[src/rtl/rr_sel_pkg.sv]
`default_nettype none
// ============================================================================
// Module      : rr_sel_pkg
// Description : Shared sizes and FSM state encoding for the four-requester
//               round-robin select encoder.
// Revision    : 1.0 - initial release
// ============================================================================
package rr_sel_pkg;

    localparam int NUM_REQ = 4;
    localparam int SEL_W   = 2;

    typedef enum logic [1:0] {
        IDLE  = 2'd0,
        ARM   = 2'd1,
        GRANT = 2'd2,
        GAP   = 2'd3
    } state_t;

endpackage
`default_nettype wire

[src/rtl/rr_pick4.sv]
`default_nettype none
// ============================================================================
// Module      : rr_pick4
// Description : Combinational rotating-priority picker. The search starts
//               one past the last served index and wraps modulo four.
// Revision    : 1.0 - initial release
// ============================================================================
module rr_pick4
    import rr_sel_pkg::*;
(
    input  logic [NUM_REQ-1:0] REQ,
    input  logic [SEL_W-1:0]   last,
    output logic [SEL_W-1:0]   win,
    output logic               hit
);

    logic [SEL_W-1:0] w_idx;
    logic             w_found;

    // Walk last+1, last+2, last+3, last+4 (== last) and keep the first set bit.
    always_comb begin
        win     = '0;
        w_idx   = '0;
        w_found = 1'b0;
        for (int k = 0; k < NUM_REQ; k++) begin
            w_idx = last + SEL_W'(k + 1);
            if (!w_found && REQ[w_idx]) begin
                win     = w_idx;
                w_found = 1'b1;
            end
        end
    end

    assign hit = |REQ;

endmodule
`default_nettype wire

[src/rtl/rr_sel_encoder4.sv]
`default_nettype none
// ============================================================================
// Module      : rr_sel_encoder4
// Description : Round-robin grant sequencer driving the select inputs of a
//               2-to-4 decoder. Selects are loaded only on IDLE->ARM and are
//               held stable for the whole grant; GNT_VLD qualifies the
//               decoder outputs and a hold limit forces release.
// Revision    : 1.0 - initial release
// ============================================================================
module rr_sel_encoder4
    import rr_sel_pkg::*;
#(
    parameter int MAX_HOLD = 8,
    parameter int CNT_W    = $clog2(MAX_HOLD + 1)
) (
    input  logic               CLK,
    input  logic               RSTB,
    input  logic [NUM_REQ-1:0] REQ,
    input  logic               DONE,
    output logic               SEL1,
    output logic               SEL0,
    output logic               GNT_VLD,
    output logic               TIMEOUT
);

    localparam logic [CNT_W-1:0] c_HOLD_LAST = CNT_W'(MAX_HOLD - 1);

    state_t           r_state, w_state_nxt;
    logic [SEL_W-1:0] r_sel,   w_sel_nxt;
    logic [SEL_W-1:0] r_last,  w_last_nxt;
    logic             r_gnt,   w_gnt_nxt;
    logic             r_to,    w_to_nxt;
    logic [CNT_W-1:0] r_cnt,   w_cnt_nxt;

    logic [SEL_W-1:0] w_win;
    logic             w_hit;
    logic             w_sel_req;
    logic             w_hold_hit;

    rr_pick4 u_pick (
        .REQ  (REQ),
        .last (r_last),
        .win  (w_win),
        .hit  (w_hit)
    );

    assign w_sel_req  = REQ[r_sel];
    assign w_hold_hit = (r_cnt == c_HOLD_LAST);

    // Next-state and next-output decode; every output is registered below.
    always_comb begin
        w_state_nxt = r_state;
        w_sel_nxt   = r_sel;
        w_last_nxt  = r_last;
        w_cnt_nxt   = r_cnt;
        w_gnt_nxt   = 1'b0;
        w_to_nxt    = 1'b0;
        case (r_state)
            IDLE: begin
                if (w_hit) begin
                    w_sel_nxt   = w_win;
                    w_state_nxt = ARM;
                end
            end
            ARM: begin
                if (w_sel_req) begin
                    w_gnt_nxt   = 1'b1;
                    w_cnt_nxt   = '0;
                    w_state_nxt = GRANT;
                end else begin
                    w_state_nxt = IDLE;
                end
            end
            GRANT: begin
                w_gnt_nxt = 1'b1;
                // Saturate at the limit; release is forced there anyway.
                if (!w_hold_hit) begin
                    w_cnt_nxt = r_cnt + CNT_W'(1);
                end
                if (DONE || !w_sel_req || w_hold_hit) begin
                    w_gnt_nxt   = 1'b0;
                    w_last_nxt  = r_sel;
                    w_state_nxt = GAP;
                    // Only a release caused by the hold limit alone is a timeout.
                    w_to_nxt    = w_hold_hit && !DONE && w_sel_req;
                end
            end
            GAP: begin
                w_state_nxt = IDLE;
            end
            default: begin
                w_state_nxt = IDLE;
            end
        endcase
    end

    // State and output registers; reset gives index 0 first priority.
    always_ff @(posedge CLK or negedge RSTB) begin
        if (!RSTB) begin
            r_state <= IDLE;
            r_sel   <= '0;
            r_last  <= 2'b11;
            r_gnt   <= 1'b0;
            r_to    <= 1'b0;
            r_cnt   <= '0;
        end else begin
            r_state <= w_state_nxt;
            r_sel   <= w_sel_nxt;
            r_last  <= w_last_nxt;
            r_gnt   <= w_gnt_nxt;
            r_to    <= w_to_nxt;
            r_cnt   <= w_cnt_nxt;
        end
    end

    assign SEL1    = r_sel[1];
    assign SEL0    = r_sel[0];
    assign GNT_VLD = r_gnt;
    assign TIMEOUT = r_to;

endmodule
`default_nettype wire

[config.mk]
export PLATFORM = sky130hd
export DESIGN_NAME = rr_sel_encoder4
export DESIGN_NICKNAME = d
export VERILOG_FILES = /design/src/rtl/rr_sel_pkg.sv /design/src/rtl/rr_pick4.sv /design/src/rtl/rr_sel_encoder4.sv
export SDC_FILE = /design/constraint.sdc
export NUM_CORES = 1
export LEC_CHECK = 0
export CAP_MARGIN = 40
export CORE_MARGIN = 5
export CORE_UTILIZATION = 40
export CTS_CLUSTER_SIZE = 12
export DETAILED_ROUTE_END_ITERATION = 16
export GPL_TIMING_DRIVEN = 0
export PLACE_DENSITY_LB_ADDON = 0.3
export SYNTH_ARGS = -nofsm -noshare
export SYNTH_HDL_FRONTEND = slang
export SYNTH_SLANG_ARGS = --single-unit
[constraint.sdc]
create_clock -name CLK -period 1.82 [get_ports CLK]
set_input_delay 0.273 -clock CLK [delete_from_list [all_inputs] [get_ports CLK]]
set_output_delay 0.273 -clock CLK [all_outputs]
set_load 0.01 [all_outputs]
# --- Yosys cells after proc, flatten, opt, wreduce, memory -nomap -nowiden ---
# Index checks and enable logic that the tools add are counted.
classes:
  n_addsub: 4
  order_cmp: 5
  n_eq_ne: 8
  n_mux: 29
  n_reduce_logical: 19
op_table:
  columns: ["op", "n"]
  rows:
  - ["2-bit by 3-bit less-than comparator with 1-bit output (second input constant)", 5]
  - ["2-bit two-way mux", 7]
  - ["1-bit two-way mux", 12]
  - ["1-bit binary-select mux with 2-bit select", 5]
  - ["4-bit two-way mux", 2]
  - ["2-bit case mux with 4 select lines", 1]
  - ["4-bit case mux with 2 select lines", 1]
  - ["2-bit inequality test (second input constant)", 3]
  - ["2-bit AND reduction", 3]
  - ["1-bit logical AND", 5]
  - ["1-bit zero test", 5]
  - ["2-bit adder (second input constant)", 2]
  - ["4-bit by 1-bit adder with 4-bit output (second input constant)", 1]
  - ["2-bit equality test (second input constant)", 2]
  - ["4-bit by 3-bit equality test with 1-bit output (second input constant)", 1]
  - ["4-bit OR reduction", 1]
  - ["3-bit AND reduction", 1]
  - ["2-bit by 1-bit adder with 2-bit output (second input constant)", 1]
  - ["2-bit by 1-bit equality test with 1-bit output (second input constant)", 1]
  - ["2-bit zero test", 1]
  - ["1-bit logical OR", 2]
  - ["2-bit by 1-bit inequality test with 1-bit output (second input constant)", 1]
  - ["1-bit case mux with 2 select lines", 1]
  - ["2-bit nonzero test", 1]
totals:
  reg_bits: 12
  input_bits: 7
  out_inout_bits: 4

# --- Longest topological paths before layout ---
# Gate-level depths: netlist (run 1).
depth:
  depth_word: 13
  depth_mapped: 6
  depth_no_buf: 6

# --- Cells and area by module ---
# Synthesis (run 1) repeated with hierarchy kept, for this count alone.
unflattened:
  hier_cells: 79
  hier_area_um2: 743.2
modules_own_cells:
  columns: ["mod", "instances", "cells_per_inst", "area_per_inst_um2"]
  rows:
  - ["rr_sel_encoder4", 1, 65, 661.9]
  - ["rr_pick4", 1, 14, 81.3]

# --- Worst setup path before layout (run 1) ---
# Ideal clock, no wire load.
synth_timing:
  kind: "flip-flop to flip-flop"
  startpoint: "register r_sel[0]"
  endpoint: "register r_last[1]"
  t_arrival_ns: 1.594
  required_time_ns: 1.738
  path_slack_ns: 0.144
  path_stages_with_launch: 4
  period_less_slack_ns: 1.676
  cell_sequence: "dfrtp_1 mux4_2 a31oi_2 mux2_2"
synth_via:
  elab_chain_len: 6
synth_rtl:
  columns: ["item", "line_no", "rtl"]
  rows:
  - ["start: declaration", "rr_sel_encoder4.sv:29", "logic [SEL_W-1:0] r_sel, w_sel_nxt;"]
  - ["start signal: assignment", "rr_sel_encoder4.sv:108", "r_sel <= w_sel_nxt;"]
  - ["1-bit binary-select mux with 2-bit select", "rr_sel_encoder4.sv:47", "assign w_sel_req = REQ[r_sel];"]
  - ["1-bit two-way mux (implied by the code)", "rr_sel_encoder4.sv:47", null]
  - ["1-bit zero test", "rr_sel_encoder4.sv:80", "if (DONE || !w_sel_req || w_hold_hit) begin"]
  - ["1-bit logical OR (2 in series)", "rr_sel_encoder4.sv:80", null]
  - ["2-bit AND reduction (no line)", null, null]
  - ["end signal: assignment", "rr_sel_encoder4.sv:109", "r_last <= w_last_nxt;"]
  - ["end: declaration", "rr_sel_encoder4.sv:30", "logic [SEL_W-1:0] r_last, w_last_nxt;"]
# Every way passes these cells. The select of a mux whose other input is x is not followed.
# A chain may end at the register's enable or synchronous reset.

# --- Final worst setup path (run 1) ---
layout_timing:
  startpoint: "input port REQ[3]"
  endpoint: "register r_last[1]"
layout_via:
  elab_chain_len: 6
layout_rtl:
  columns: ["item", "line_no", "rtl"]
  rows:
  - ["start: declaration", "rr_sel_encoder4.sv:18", "input logic [NUM_REQ-1:0] REQ,"]
  - ["1-bit binary-select mux with 2-bit select", "rr_sel_encoder4.sv:47", null]
  - ["1-bit two-way mux (implied by the code)", "rr_sel_encoder4.sv:47", null]
  - ["1-bit zero test", "rr_sel_encoder4.sv:80", null]
  - ["1-bit logical OR (2 in series)", "rr_sel_encoder4.sv:80", null]
  - ["2-bit AND reduction (no line)", null, null]
# Every way passes these cells. The select of a mux whose other input is x is not followed.

==> results of run 1 <==
power by group through the flow:
stage | registers, W | logic, W | clock network [W]
2_1_floorplan | 0.000457 | 0.000371 | 0
3_3_place_gp | 0.000458 | 0.000539 | 0
3_5_place_dp | 0.000460 | 0.000542 | 0
4_1_cts | 0.000455 | 0.000550 | 0.000183
5_1_grt | 0.000468 | 0.000640 | 0.000204
6_report | 0.000456 | 0.000575 | 0.000180
cells by family (layout without fill, tap and decap cells):
kind of cell | count (synthesis) | count (layout) | synth area share (%)
AOI/OAI and AO/OA | 19 | 19 | 16.36
DFF | 12 | 12 | 40.40
adders and majority gates | 4 | 4 | 6.678
and+or+nand+nor | 35 | 35 | 23.88
muxes | 5 | 5 | 8.681
buffers and inverters | 8 | 23 | 4.007
cells in the mapped netlist, types with 2 or more instances:
master	count
nand2b_1	2
nand3_1	6
nand2_1	7
inv_1	7
nor2_1	6
dfstp_2	2
dfrtp_1	10
nor3_1	3
mux2i_1	2
ha_1	4
o21ai_0	5
nand4_1	3
a21oi_1	8
nor2b_1	2
worst max-delay path, stage by stage:
cell and delay, ps:
clkdlybuf4s50_1 500, mux4_2 620, a31oi_4 250, mux2_2 350
area by class of cell:
type | instances | area [sq um]
plain buffers | 1 | 3.754
clock buffers | 4 | 26.28
fillers | 163 | 822.0
inverters | 7 | 26.28
multi-input cells | 63 | 425.4
flip-flops and latches | 12 | 302.8
well taps | 25 | 31.28
repair buffers | 11 | 107.6
state kept, by name, summed over array words and instances, names as in the netlist, named ones only:
name / flops
GNT_VLD: 1
TIMEOUT: 1
r_cnt: 4
r_last: 2
r_sel: 2
r_state: 1
worst min-delay path by stage:
stage | startpoint | to | depth (start not counted)
after global routing | RSTB | r_cnt[1] | 1
after CTS | RSTB | r_cnt[1] | 1
after floorplan | RSTB | GNT_VLD | 0
after detailed placement | r_sel[1] | r_sel[1] | 1
after global placement | r_sel[1] | r_sel[1] | 1
final | RSTB | r_cnt[1] | 1
through the flow:
step	util (%)	instance area [sq um]	hold slack, ps
after detailed placement	50.47	880.8	541.3
after CTS	51.97	907.1	372.6
after global routing	52.90	923.4	388.0
after global placement	50.47	880.8	530.7
after floorplan	-	749.5	-22.59
final	52.90	923.4	338.9
cells in the final DEF, fill, tap and decap left out, drive strengths merged, types with 3 or more instances in the layout:
cell type	netlist	routed
a21oi	8	8
clkbuf	1	5
clkdlybuf4s50	0	10
dfrtp	10	10
ha	4	4
inv	7	7
nand2	7	7
nand3	6	6
nand4	3	3
nor2	7	7
nor3	3	3
o21ai	5	5
timing repair:
| action | 4_1_cts | 5_1_grt |
|---|---|---|
| gates resized for setup | 0 | 1 |
| setup endpoints to repair | 0 | 2 |
| buffers inserted | 0 | 1 |
per-layer routing:
layer	vias up	wire [um]
met2	9	702
met1	311	738
met5	-	0
li1	333	-
met4	0	35
met3	4	74
==> results_dict.tcl, run 1 <==
set metrics [dict create \
    cap_violations 0 \
    grtUsageTotal_pct 12.99 \
    drt_pass1_iterations 4 \
    postSynthAreaPerCell_sq_um 9.030 \
    gp_routability_congestion 0.8499 \
    cts_hold_buf 0 \
    diodes 0 \
    nets 110 \
    finalCritPeriodShare_pct 97.72 \
    p_comb_share_pct 47.5 \
    synth_top_area_share_pct 33.39 \
    grt_first_pass_wirelength_um 2580 \
    switching_share_pct 39.76 \
    drive_above_1_share_pct 11.22 \
    crit_required_ps 2030 \
    grt_pass1_vias 628 \
    die_w_um 53.29 \
    tns_ps 0 \
    min_path_type "input pin to asynchronous set/reset pin" \
    final-hold-violation-count 0 \
    dp.cells 118 \
    grt_max_degree 13 \
    use_met3_pct 4.507 \
    preCtsSetupSlack_ps -281.5 \
    grt-busiest-layer "met2" \
    vdd_drop_max_uv 899.1 \
    h-tree-depth 1 \
    root_buffer "clkbuf_4" \
    clockBufferDepth 2 \
    clk_pin_slew_ps 80 \
    syn2layout_area_growth_pct 23.21 \
    io_pins 11 \
    numPortBuffers 10 \
    drt_wl_total_um 1549 \
    drv_slew 0 \
    ys_seq_area_share_pct 40.40 \
    globalRouteMet1Util_pct 15.20 \
    synth_area_leaders "dfrtp_1 33%, dfstp_2 7.0%, ha_1 6.7%" \
    drt_iter0_drc 17 \
    setup_violations 0 \
    post-dp-hpwl_um 1139 \
    r2r_cells 5 \
    power.net_switching_w 0.0004817 \
    timing.fmax_ghz 0.5623 \
    start_util_pct 42.94 \
    syn_nets 94 \
    pwr_density_cell_nw_per_um2 1312 \
    netlist_area_sq_um 749.5 \
    leakage_nw 0.3868 \
    rrSetupSlack_ps 100 \
    synth-edff-count 0 \
    skew_ps 1.112 \
    max_slew_margin_pct 63.96 \
    grt.overflow.total 0 \
    outcome "finished, final reports clean" \
    core-area_sq_um 1745 \
    cp-endpoint "r_last[1]" \
    seqPwrFrac_pct 37.7 \
    use_met2_pct 20.20 \
    clock_latency_ps 280 \
    yosys_warnings 0 \
    numCtsBuffers 3 \
    fp.dieH_um 53.29 \
    syn_inst 83 \
    clock_sinks 12 \
    rows 15 \
    fin_cells 123 \
    layout_setup_ws_ps 41.57 \
    crit_type "input pin to register" \
    start_kind "input pin" \
    clockPowerShare_pct 14.9 \
    dominantRegCellSynth "dfrtp_1" \
    dieArea_sq_um 2839 \
    synth_seq_cells 12 \
    drt-wirelength-per-cell_um 12.59 \
    min_period_ps 1778 \
    crit_path_max_fanout 8 \
    antenna_found_initial 0 \
    worst_pin_slew_ps 538.9 \
    worstReg2RegEnd "r_cnt[3]" \
    totalPowerFinal_w 0.001212 \
    ys_types 30 \
    viasPerCell 5.341 \
    synth_async_sr_flop_share_pct 100.0 \
    routed-via-count 657 \
    cp-startpoint "REQ[3]" \
    drc_errors 0 \
    endpoint_kind "register" \
    yosys.area.top_type "dfrtp_1" \
    cts_tree "done" \
    ant_nets 0 \
    p_int_w 0.0007298 \
    reg2reg_from "r_cnt[0]" \
    arrival_ps 1990 \
]
No activity file was read; power rests on OpenSTA's default activity.
==> run 2, diff against run 1 <==
--- a/config.mk
+++ b/config.mk
@@ -6,7 +6,6 @@
 export NUM_CORES = 1
 export LEC_CHECK = 0
 export CAP_MARGIN = 40
-export CORE_MARGIN = 5
 export CORE_UTILIZATION = 40
 export CTS_CLUSTER_SIZE = 12
 export DETAILED_ROUTE_END_ITERATION = 16
==> results_dict.tcl, run 2 (synthesis gave the netlist of run 1 again) <==
set metrics [dict create \
    clock_latency_ps 270 \
    drv_slew 0 \
    grtUsageTotal_pct 18.44 \
    layout_setup_ws_ps 38.30 \
    placed_cell_area_sq_um 880.8 \
    viasPerCell 5.145 \
    preCtsSetupSlack_ps -249.8 \
    skew_ps 3.431 \
    crit_required_ps 2020 \
    start_util_pct 42.94 \
    fp.dieH_um 45.29 \
    io_pins 11 \
    layout_common_cells "10 x dfrtp_1, 9 x clkdlybuf4s50_1, 8 x a21oi_1, 7 x inv_1, 7 x nand2_1" \
    final-hold-violation-count 0 \
    largest_register_ffs 4 \
    numCtsBuffers 3 \
    timing.fmax_ghz 0.5613 \
    grt_pass1_vias 572 \
    drt-wirelength-per-cell_um 12.40 \
    worst_pin_slew_ps 526.6 \
    leakage_nw 0.4051 \
    dieArea_sq_um 2051 \
    start_kind "input pin" \
    cts_tree "done" \
    antenna_found_initial 0 \
    routed-via-count 638 \
    syn2layout_area_growth_pct 24.71 \
    cap_violations 0 \
    grt_first_pass_wirelength_um 2573 \
    final_common_cell "dfrtp_1" \
    root_buffer "clkbuf_4" \
    arrival_ps 1990 \
    largest-register "r_cnt" \
    ant_nets 0 \
    rsz0062_at_grt "false" \
    vdd_drop_max_uv 736.0 \
    diodes 0 \
    core-area_sq_um 1745 \
    finalCritPeriodShare_pct 97.90 \
    drt_pass1_iterations 4 \
    setup_violations 0 \
    fillCellCount 160 \
    outcome "finished, final reports clean" \
    totalPowerFinal_w 0.001216 \
    drt_iter0_drc 29 \
    crit_type "input pin to register" \
    min_period_ps 1782 \
    clockBufferDepth 2 \
    pwr_density_cell_nw_per_um2 1301 \
    crit_path_max_fanout 8 \
    h-tree-depth 1 \
    endpoint_kind "register" \
    drt_wl_total_um 1538 \
    grt.overflow.total 0 \
    grt_max_degree 13 \
    clock_sinks 12 \
    max_slew_margin_pct 64.78 \
    drive_above_1_share_pct 13.13 \
    post-dp-hpwl_um 1116 \
    nets 111 \
    final_util_pct 53.55 \
    top_regs "r_cnt x4, r_last x2, r_sel x2" \
    clk_pin_slew_ps 70 \
    die_w_um 45.29 \
    drc_errors 0 \
    min_path_type "input pin to asynchronous set/reset pin" \
    hold-worst-slack_ps 342.3 \
    cts_hold_buf 0 \
    gp_routability_congestion 0.7702 \
    numPortBuffers 10 \
    design_area_sq_um 934.6 \
    rows 15 \
]
run 2: changes by cell type in the layout (fill, tap and decap cells not counted):
cell / delta
a31oi_2: +1
a31oi_4: -1
buf_4: +1
clkbuf_1: -1
clkbuf_8: +1
clkdlybuf4s50_1: -1
dlymetal6s2s_1: +1
run 2: metal layers:
| layer | part of all wire [%] | routed length, um | GRT usage [%] |
|---|---|---|---|
| met2 | 44 | 676 | 23.77 |
| met4 | 1.4 | 22 | 9.091 |
| met1 | 49 | 753 | 26.13 |
| met3 | 5.6 | 86 | 7.600 |
| met5 | 0 | 0 | 0 |
run 2: per-stage QoR:
| step | TNS [ps] | cells |
|---|---|---|
| floorplan | 0 | 83 |
| global placement | -1035 | 118 |
| detailed placement | -1148 | 118 |
| CTS | 0 | 122 |
| global route | 0 | 124 |
| finish | 0 | 124 |
run 2: path summary, 6_finish.rpt:
check / endpoint / slack [ps] / cells after the start / start
min: TIMEOUT / 340 / 1 / RSTB
max in group asynchronous: r_last[0] / 1120 / 1 / RSTB
max: r_last[1] / 40 / 4 / REQ[1]
min reg2reg: r_sel[1] / 560 / 1 / r_sel[1]
min in group CLK: r_sel[1] / 560 / 1 / r_sel[1]
max reg2reg: r_last[1] / 100 / 3 / r_sel[0]
run 2: worst max-delay path, cell delays in order:
cell and delay [ps]:
clkdlybuf4s50_1 510, mux4_2 590, a31oi_2 250, mux2_2 360
run 2: final cells by class:
type	count	area [sq um]	area share (%)
multi-input combinational	63	416.7	44.58
sequential	12	302.8	32.40
timing repair buffer	12	117.6	12.58
clock buffer	4	36.28	3.882
tap	25	31.28	3.347
inverter	7	26.28	2.811
buffer	1	3.754	0.4016
run 2: power breakdown:
group / switching [W] / internal, W / leakage (nW) / total, W
combinational: 0.000289 / 0.000261 / 0.232 / 0.000550
clock: 0.0000841 / 0.000122 / 0.0210 / 0.000206
sequential: 0.0000912 / 0.000369 / 0.152 / 0.000460
total: 0.000464 / 0.000752 / 0.405 / 0.00122
run 2: timing repair:
action	4_1_cts	5_1_grt
setup endpoints to repair	0	3
setup buffers	0	2
gates resized for setup	0	1
==> run 3, diff against run 2 <==
--- a/config.mk
+++ b/config.mk
@@ -6,6 +6,7 @@
 export NUM_CORES = 1
 export LEC_CHECK = 0
 export CAP_MARGIN = 40
+export CORE_MARGIN = 2
 export CORE_UTILIZATION = 40
 export CTS_CLUSTER_SIZE = 12
 export DETAILED_ROUTE_END_ITERATION = 16
==> results_dict.tcl, run 3 (synthesis gave the netlist of run 1 again) <==
set metrics [dict create \
    dr_wl_met3_um 88 \
    ant_nets 0 \
    post-dp-hpwl_um 1104 \
    outcome "finished, final reports clean" \
    routed-via-count 645 \
    drt_wl_total_um 1552 \
    drv_slew 0 \
    cap_violations 0 \
    grtUsageTotal_pct 15.24 \
    gp_routability_congestion 0.8098 \
    numPortBuffers 10 \
    preCtsSetupSlack_ps -247.5 \
    core-area_sq_um 1745 \
    io_pins 11 \
    largest-register "r_cnt" \
    final_common_cell "dfrtp_1" \
    die_w_um 47.29 \
    top_regs "r_cnt x4, r_last x2, r_sel x2" \
    endpoint_kind "register" \
    viasPerCell 5.160 \
    clock_sinks 12 \
    diodes 0 \
    clk_pin_slew_ps 70 \
    root_buffer "clkbuf_4" \
    grt_first_pass_wirelength_um 2359 \
    min_path_type "input pin to asynchronous set/reset pin" \
    numCtsBuffers 3 \
    leakage_nw 0.4096 \
    start_kind "input pin" \
    drt-wirelength-per-cell_um 12.42 \
    h-tree-depth 1 \
    grt_pass1_vias 560 \
    pwr_density_cell_nw_per_um2 1287 \
    setup_violations 0 \
    layout_setup_ws_ps 54.43 \
    drive_above_1_share_pct 14.00 \
    clockBufferDepth 2 \
    skew_ps 3.754 \
    vdd_drop_max_uv 778.3 \
    fp.dieH_um 47.29 \
    rsz0062_at_grt "true" \
    met1_length_um 763 \
    max_slew_margin_pct 65.26 \
    hold-worst-slack_ps 342.0 \
    largest_register_ffs 4 \
    antenna_found_initial 0 \
    slowest_stage "mux4_2" \
    clock_latency_ps 270 \
    worst_pin_slew_ps 519.5 \
    cts_tree "done" \
    final-hold-violation-count 0 \
    crit_path_max_fanout 8 \
    syn2layout_area_growth_pct 26.88 \
    highest_layer "met3" \
    rows 15 \
    timing.fmax_ghz 0.5664 \
    layout_common_cells "10 x dfrtp_1, 9 x clkdlybuf4s50_1, 8 x a21oi_1, 7 x inv_1, 7 x nand2_1" \
    crit_type "input pin to register" \
    crit_required_ps 2020 \
    drt_iter0_drc 10 \
    arrival_ps 1970 \
    nets 112 \
    min_period_ps 1766 \
    start_util_pct 42.94 \
    finalCritPeriodShare_pct 97.01 \
    grt.overflow.total 0 \
    drt_pass1_iterations 4 \
    grt_max_degree 13 \
    totalPowerFinal_w 0.001224 \
    dieArea_sq_um 2236 \
    crit_path_cell_trace "clkdlybuf4s50_1 > mux4_2 > a31oi_4 > mux2_2" \
    wl_met2_um 700 \
    slowest_delay_ps 610 \
    drc_errors 0 \
]
[run 3: worst paths after layout]
check	from	to	slack, ps	cells after the start
worst min register to register	r_state[0]	r_state[0]	570	2
worst max register to register	r_sel[0]	r_last[1]	120	3
max in group asynchronous	RSTB	r_last[1]	1120	1
worst min-delay path	RSTB	r_cnt[1]	340	1
worst max-delay path	REQ[0]	r_last[1]	50	4
min in group CLK	REQ[1]	r_state[0]	560	5
[run 3: report_power, final]
group	total [W]	leakage, nW	internal (W)	switching (W)
logic	0.000554	0.236	0.000263	0.000291
registers	0.000466	0.152	0.000369	0.0000969
clock network	0.000204	0.0210	0.000122	0.0000825
total	0.00122	0.410	0.000754	0.000470
[run 3: cell type report]
type,instances,area (sq um)
flip-flops and latches,12,302.8
plain buffers,1,3.754
repair buffers,13,125.1
multi-input cells,63,425.4
fillers,165,794.5
well taps,25,31.28
clock buffers,4,36.28
inverters,7,26.28
[run 3: worst max-delay path, delay by kind of cell]
| family | cells | cell delay (ps) |
|---|---|---|
| mux | 2 | 960 |
| buf+inv | 1 | 500 |
| compound gates | 1 | 230 |
[run 3: layer usage]
layer | track usage (%) | vias up
li1 | - | 335
met1 | 20.57 | 296
met2 | 22.43 | 14
met3 | 6.923 | 0
met4 | 3.333 | 0
met5 | 0 | -
[run 3: through the flow]
step / util (%) / area, sq um / TNS [ps] / std cells
floorplan: - / 749.5 / 0 / 83
global placement: 50.47 / 880.8 / -1020 / 118
detailed placement: 50.47 / 880.8 / -1124 / 118
CTS: 52.54 / 917.1 / 0 / 122
global route: 54.48 / 950.9 / 0 / 125
finish: 54.48 / 950.9 / 0 / 125
[run 3: repair_timing]
action,CTS,global route
hold endpoints to repair,0,0
setup endpoints to repair,0,3
buffers inserted,0,3
hold buffers,0,0
gates resized for setup,0,2
